`src/rtl/timer_scheduler.sv`:
```
// Multi-channel timer scheduler: one shared prescaler produces base_tick, and each
// channel counts base ticks down in one-shot or periodic mode under a config handshake.
module timer_scheduler #(
    parameter int CLK_DIV = 50000,
    parameter int NUM_CH  = 4,
    parameter int CNT_W   = 16,
    localparam int CH_W   = (NUM_CH > 1) ? $clog2(NUM_CH) : 1,
    localparam int PS_W   = $clog2(CLK_DIV)
) (
    input  logic              clk_in,
    input  logic              Reset,
    input  logic              cfg_valid,
    output logic              cfg_ready,
    input  logic [CH_W-1:0]   cfg_ch,
    input  logic [1:0]        cfg_op,
    input  logic [CNT_W-1:0]  cfg_period,
    output logic              cfg_err,
    output logic              base_tick,
    output logic [NUM_CH-1:0] expire,
    output logic [NUM_CH-1:0] active
);

    localparam logic [PS_W-1:0] PS_LAST = PS_W'(CLK_DIV - 1);
    localparam logic [1:0]      OP_RSVD = 2'b11;

    logic [PS_W-1:0] presc_reg;
    logic            base_tick_reg;
    logic            cfg_ready_reg;
    logic            cfg_err_reg;

    logic accept;
    logic bad_req;
    logic apply;

    always_ff @(posedge clk_in or posedge Reset) begin
        if (Reset) begin
            presc_reg     <= '0;
            base_tick_reg <= 1'b0;
        end else begin
            base_tick_reg <= (presc_reg == PS_LAST);
            presc_reg     <= (presc_reg == PS_LAST) ? '0 : presc_reg + PS_W'(1);
        end
    end

    // A start with zero period or the reserved op is consumed but leaves channels untouched.
    assign accept  = cfg_valid & cfg_ready_reg;
    assign bad_req = (cfg_op == OP_RSVD) | (~cfg_op[1] & (cfg_period == '0));
    assign apply   = accept & ~bad_req;

    always_ff @(posedge clk_in or posedge Reset) begin
        if (Reset) begin
            cfg_ready_reg <= 1'b1;
            cfg_err_reg   <= 1'b0;
        end else begin
            cfg_ready_reg <= ~accept;
            cfg_err_reg   <= accept & bad_req;
        end
    end

    assign cfg_ready = cfg_ready_reg;
    assign cfg_err   = cfg_err_reg;
    assign base_tick = base_tick_reg;

    generate
        for (genvar gi = 0; gi < NUM_CH; gi++) begin : g_ch
            logic [CNT_W-1:0] remaining_reg;
            logic [CNT_W-1:0] period_reg;
            logic             periodic_reg;
            logic             active_reg;
            logic             expire_reg;
            logic             hit;

            assign hit = apply & (cfg_ch == CH_W'(gi));

            // A request landing on a tick cycle wins; the tick is dropped for this channel.
            always_ff @(posedge clk_in or posedge Reset) begin
                if (Reset) begin
                    remaining_reg <= '0;
                    period_reg    <= '0;
                    periodic_reg  <= 1'b0;
                    active_reg    <= 1'b0;
                    expire_reg    <= 1'b0;
                end else begin
                    expire_reg <= 1'b0;
                    if (hit) begin
                        if (cfg_op[1]) begin
                            active_reg    <= 1'b0;
                            remaining_reg <= '0;
                        end else begin
                            remaining_reg <= cfg_period;
                            period_reg    <= cfg_period;
                            periodic_reg  <= cfg_op[0];
                            active_reg    <= 1'b1;
                        end
                    end else if (base_tick_reg && active_reg) begin
                        if (remaining_reg == CNT_W'(1)) begin
                            expire_reg <= 1'b1;
                            if (periodic_reg) begin
                                remaining_reg <= period_reg;
                            end else begin
                                active_reg    <= 1'b0;
                                remaining_reg <= '0;
                            end
                        end else begin
                            remaining_reg <= remaining_reg - CNT_W'(1);
                        end
                    end
                end
            end

            assign active[gi] = active_reg;
            assign expire[gi] = expire_reg;
        end
    endgenerate

endmodule
```
`config.mk`:
```
export PLATFORM = sky130hd
export DESIGN_NAME = timer_scheduler
export DESIGN_NICKNAME = d
export VERILOG_FILES = /design/src/rtl/timer_scheduler.sv
export SDC_FILE = /design/constraint.sdc
export NUM_CORES = 1
export LEC_CHECK = 0
export CAP_MARGIN = 10
export CORE_ASPECT_RATIO = 1.25
export CORE_MARGIN = 2
export CORE_UTILIZATION = 47
export CTS_BUF_LIST = sky130_fd_sc_hd__clkbuf_4 sky130_fd_sc_hd__clkbuf_8
export CTS_CLUSTER_DIAMETER = 80
export DETAILED_ROUTE_END_ITERATION = 8
export GPL_ROUTABILITY_DRIVEN = 1
export PLACE_DENSITY = 0.74
export SLEW_MARGIN = 20
export SYNTH_ARGS = -nofsm -noshare
export SYNTH_HDL_FRONTEND = slang
export SYNTH_SLANG_ARGS = --single-unit
```
`constraint.sdc`:
```
create_clock -name clk_in -period 5.8 [get_ports clk_in]
set_input_delay 0.58 -clock clk_in [delete_from_list [all_inputs] [get_ports clk_in]]
set_output_delay 0.58 -clock clk_in [all_outputs]
set_load 0.02 [all_outputs]
```
After elaboration in Yosys (flattened, before gate mapping):

Index checks and enable logic that the tools add are counted.

* register bits after elaboration: 159
* bits in latches: 0
* RAM bits: 0
* memory bits (read-only): 0
* bits of input ports: 23
* logic and storage cells: 123
* memories: 0

* add/sub/neg operators: 5
* multiply operators: 0
* divide/modulo/power cells: 0
* order comparisons: 0
* equal/unequal tests: 13
* shifts and indexed selects: 0
* multiplexer cells: 47
* bitwise operators: 12
* reductions and logical operators: 22

Operator list (count)
* two-way mux 16 bit: 18
* == test 16 x 1 -> 1 bit (second input constant): 4
* subtractor 16 x 1 -> 16 bit (second input constant): 4
* two-way mux 1 bit: 29
* adder 16 x 1 -> 16 bit (second input constant): 1
* == test 16 bit (second input constant): 1
* logical NOT 16 bit: 1
* nonzero test 2 bit: 8
* AND reduction 3 bit: 4
* AND 1 bit: 8
* inequality test 2 x 1 -> 1 bit (second input constant): 4
* AND reduction 2 bit: 4
* == test 2 bit (second input constant): 3
* logical AND 1 bit: 4
* NOT 1 bit: 3
* == test 2 x 1 -> 1 bit (second input constant): 1
* logical NOT 2 bit: 1
* OR 1 bit: 1

Longest topological paths before layout:

* depth in word-level cells: 8
* depth in mapped cells: 10
* depth with buffers taken out: 8

Worst setup path after synthesis:

No wires, ideal clock.

* path type: flip-flop to flip-flop
* start point: register g_ch[3].remaining_reg[0]
* end point: register g_ch[3].remaining_reg[10]
* setup time: 131 ps
* data arrival time: 2208 ps
* required time: 5669 ps
* slack: 3461 ps
* cell stages (with the launch flop): 10
* buffers on the path: 1
* path through: dfrtp_1 -> inv_1 -> ha_1 -> clkbuf_2 -> or4b_2 -> nor3_1 -> nand2b_1 -> or3_1 -> a221oi_1 -> a21oi_1

* word-level cells in the longest chain between the ends: 4

Ends and longest elaborated chain
* from (decl): line 66 `logic [CNT_W-1:0] remaining_reg;`
* from (signal assigned): line 90 `remaining_reg <= cfg_period;`
* from (signal assigned): line 99 `remaining_reg <= period_reg;`
* from (signal assigned): line 105 `remaining_reg <= remaining_reg - CNT_W'(1);`
* subtractor 16 x 1 -> 16 bit or == test 16 x 1 -> 1 bit (tied branches): line 105, 96
* two-way mux 16 bit *: line 96 `if (remaining_reg == CNT_W'(1)) begin`
* two-way mux 16 bit *: line 95 `end else if (base_tick_reg && active_reg) begin`
* two-way mux 16 bit *: line 85 `if (hit) begin`

Mark *: on every way between the ends. The rest lies on a longest branch, timed or not. The select of a mux whose other input is x is not followed.
A chain may end at the register's enable or synchronous reset.

Final worst setup path:

* start point: input cfg_op[1]
* end point: register g_ch[1].period_reg[6]

* word-level cells in the longest chain between the ends: 7

Ends and longest elaborated chain
* from (decl): line 15 `input logic [1:0] cfg_op,`
* NOT 1 bit (no line)
* AND 1 bit: line 47 `assign bad_req = (cfg_op == OP_RSVD) | (~cfg_op[1] & (cfg_period == '0));`
* OR 1 bit: line 47
* NOT 1 bit: line 48 `assign apply = accept & ~bad_req;`
* AND 1 bit: line 48
* AND 1 bit: line 73 `assign hit = apply & (cfg_ch == CH_W'(gi));`
* AND reduction 2 bit (no line) *
* to (signal assigned): line 91 `period_reg <= cfg_period;`
* to (decl): line 67 `logic [CNT_W-1:0] period_reg;`

Mark *: on every way between the ends. The rest lies on a longest branch, timed or not.

==> summary.md <==
| Metric | Value |
|---|---|
| CP bufs+invs | 1 |
| Total of warnings raised by yosys | 0 |
| Max Cap Viol | 0 |
| Clock Skews | 0.0157 ns |
| Worst-path cell chain | clkdlybuf4s50_1, nor4_1, nand4_1, o211a_1, nand2_1, nand2_1, nand2_1 |
| Critical Path Start Type | input pin |
| Most used flip-flop cell after synthesis | dfrtp_1 |
| Final Util | 52.2% |
| Worst Hold Class | reg -> reg |
| Lkg Pwr | 3.94 nW |
| Placed Instances | 1208 |
| Max-slew violations | 0 |
| Via Count | 7628 |
| Register area share after synthesis | 46.4% |
| Die width | 125 um |
| Synth Area per Inst | 8.54 um2 |
| Total core area | 18000 um2 |
| Slew headroom | 35.9% |
| DP HPWL | 15.0 mm |
| Initial DRC Count | 799 |
| DP Worst Slack | 2.29 ns |
| Top-count cell post-synth | nand2_1 |
| Gr usage total | 24.0% |
| RePlAce Congestion | 0.913 |
| Arrival @ worst endpoint | 3.45 ns |
| Crit Path Max Fanout | 25 |
| Critical path endpoint category | flip-flop |
| Post-route minimum period | 3.09 ns |
| FF-to-FF Start | g_ch[1].remaining_reg[7] |
| TNS Setup | 0 ns |
| CTS tree | done |
| Drt wl/cell | 18.4 um |
| CP most frequent cell | nand2_1 |
| Seq cells post-synth | 159 |
| CP max-delay cell | clkdlybuf4s50_1 |
| Worst Setup SP | cfg_op[1] |
| Peak supply drop | 0.162 mV |
| Critical Path RT | 6.16 ns |
| Status | finished, final reports clean |
| Area leader, netlist | dfrtp_1 |
| EDFF count, synth | 0 |
| Total congestion overflow | 0 |
| Area Overhead vs Synth | 9.46% |
| Post-CTS Setup Repair Bufs | 0 |
| Latest clock arrival within the worst-skew pair | 0.47 ns |
| Tcrit/Tclk final | 53.3% |
| Diodes inserted | 0 |
| # port buffers | 33 |
| Initial Util | 47.7% |
| CTS H-tree depth | 4 |
| Unique masters post-synth | 70 |
| Via density | 6.16 |
| FP Rows | 55 |
| Worst Setup Path Type | in -> reg |
| Layout cells sized above 1 | 5.93% |
| Clock Tree Buf Depth | 2 |
| RSZ-0062 raised after global routing | false |
| Pin count of the biggest net entering global routing | 108 |
| Fraction of registers with async set or reset after synthesis | 100% |
| Fin worst setup slack | 2.71 ns |
| Worst path max stage delay | 0.84 ns |
| Delay-heaviest family, CP | simple AND/OR/NAND/NOR gates |
| CTS Sinks | 159 |
| Post-DRT Antenna Nets | 0 |
| Vias in the first global route | 7269 |
| WL final | 22.8 mm |
| Root Buffer | clkbuf_8 |
| Cell Pwr Density | 326 nW/um2 |
| IO Pins | 34 |
| R2R Setup Slk | 2.84 ns |
| Cell Area, Synth | 8570 um2 |
| Max Fclk | 323 MHz |
| Total placed instance area | 8960 um2 |
| Antenna violations before repair | 0 |
| Clk slew on worst S/H paths | 0.09 ns |
| Chip Height | 155 um |
| Area share of the largest cell type after synthesis | 46.1% |
| CTS resizes | 0 |
| Endpoints failing setup | 0 |
| Final nets | 1031 |
| Hold_sp | g_ch[2].period_reg[7] |
| Final Cell Area | 9380 um2 |
| Cell Count, Final, Fillers Out | 1239 |
| Fin Hold WS | 0.473 ns |
| Drt drc | 0 |
| Synth top cells by count | 227 x nand2_1, 158 x dfrtp_1, 94 x o21ai_0 |
| Die Area | 19300 um2 |
| Slew @ Worst Pin | 0.962 ns |
| Syn_nets | 1036 |
| Final Power | 3.05 mW |
| Drt pass-1 iters | 5 |
| Global-route wire length before repair | 37.3 mm |
| Synthesized instance count | 1004 |
| Synth top area cells | dfrtp_1 46%, nand2_1 9.9%, o21ai_0 5.5%, a21oi_1 3.2%, nor2_1 2.5% |
| Number of buffers created by CTS | 17 |
| Hold buffers post-CTS | 0 |
| Hold Vio Cnt, Final | 0 |
worst register-to-register path, delay by kind of cell (launching register included):
kind            cells  cell delay [ns]
compound gates      1             0.12
flops               1             0.45
simple gates        5             2.33
path summary, 6_finish.rpt:
kind,endpoint,cells after the start
max,g_ch[1].period_reg[6],7
min reg2reg,g_ch[2].period_reg[7],2
max reg2reg,g_ch[1].remaining_reg[12],6
min in group asynchronous,presc_reg[12],2
min,g_ch[2].period_reg[7],2
max in group asynchronous,g_ch[2].period_reg[13],3
per-layer routing:
layer | up-vias | GRT usage (%) | share of wire [%]
met2 | 293 | 41.1 | 48
li1 | 3570 | - | -
met4 | 0 | 11.0 | 3.5
met1 | 3705 | 30.0 | 43
met5 | - | 0 | 0
met3 | 60 | 3.95 | 5.2
kinds of logic (layout without fill, tap and decap cells):
logic type / count (synthesis) / after routing / share of synthesized area, %
buffers and inverters: 83 / 90 / 4.34
XOR/XNOR: 23 / 23 / 2.35
AO/OA/AOI/OAI: 265 / 265 / 18.8
multiplexers: 7 / 7 / 0.861
adder cells (fa/ha/maj): 9 / 9 / 1.31
flip-flops: 159 / 159 / 46.4
AND/OR/NAND/NOR: 458 / 458 / 25.9
cell type report:
| class | instances | area, um2 |
|---|---|---|
| Clock inverter | 11 | 155 |
| Clock buffer | 20 | 269 |
| Tap cell | 228 | 285 |
| Timing Repair Buffer | 42 | 398 |
| Multi-Input combinational cell | 762 | 4230 |
| Sequential cell | 159 | 3980 |
| Inverter | 17 | 68.8 |
| Fill cell | 1673 | 8580 |
cells in the final DEF, fill, tap and decap left out, types with 9 or more instances in the layout:
cell and n:
a21oi_1 55, a22oi_1 12, a31oi_1 15, buf_4 9, clkbuf_8 19, clkdlybuf4s50_1 33
dfrtp_1 158, ha_1 9, inv_1 16, nand2_1 227, nand2b_1 9, nand3_1 26
nand4_1 15, nor2_1 56, nor3_1 31, nor4_1 14, o21ai_0 94, o22ai_1 17
o31ai_1 12, or3_1 12, or4_1 11, xnor2_1 10, xor2_1 13
report_power, final:
group / leakage, nW / internal, mW / switching, mW
logic: 1.73 / 0.259 / 0.356
registers: 2.01 / 1.32 / 0.236
clock network: 0.202 / 0.455 / 0.429
total: 3.94 / 2.03 / 1.02
No activity file was read; power rests on OpenSTA's default activity.
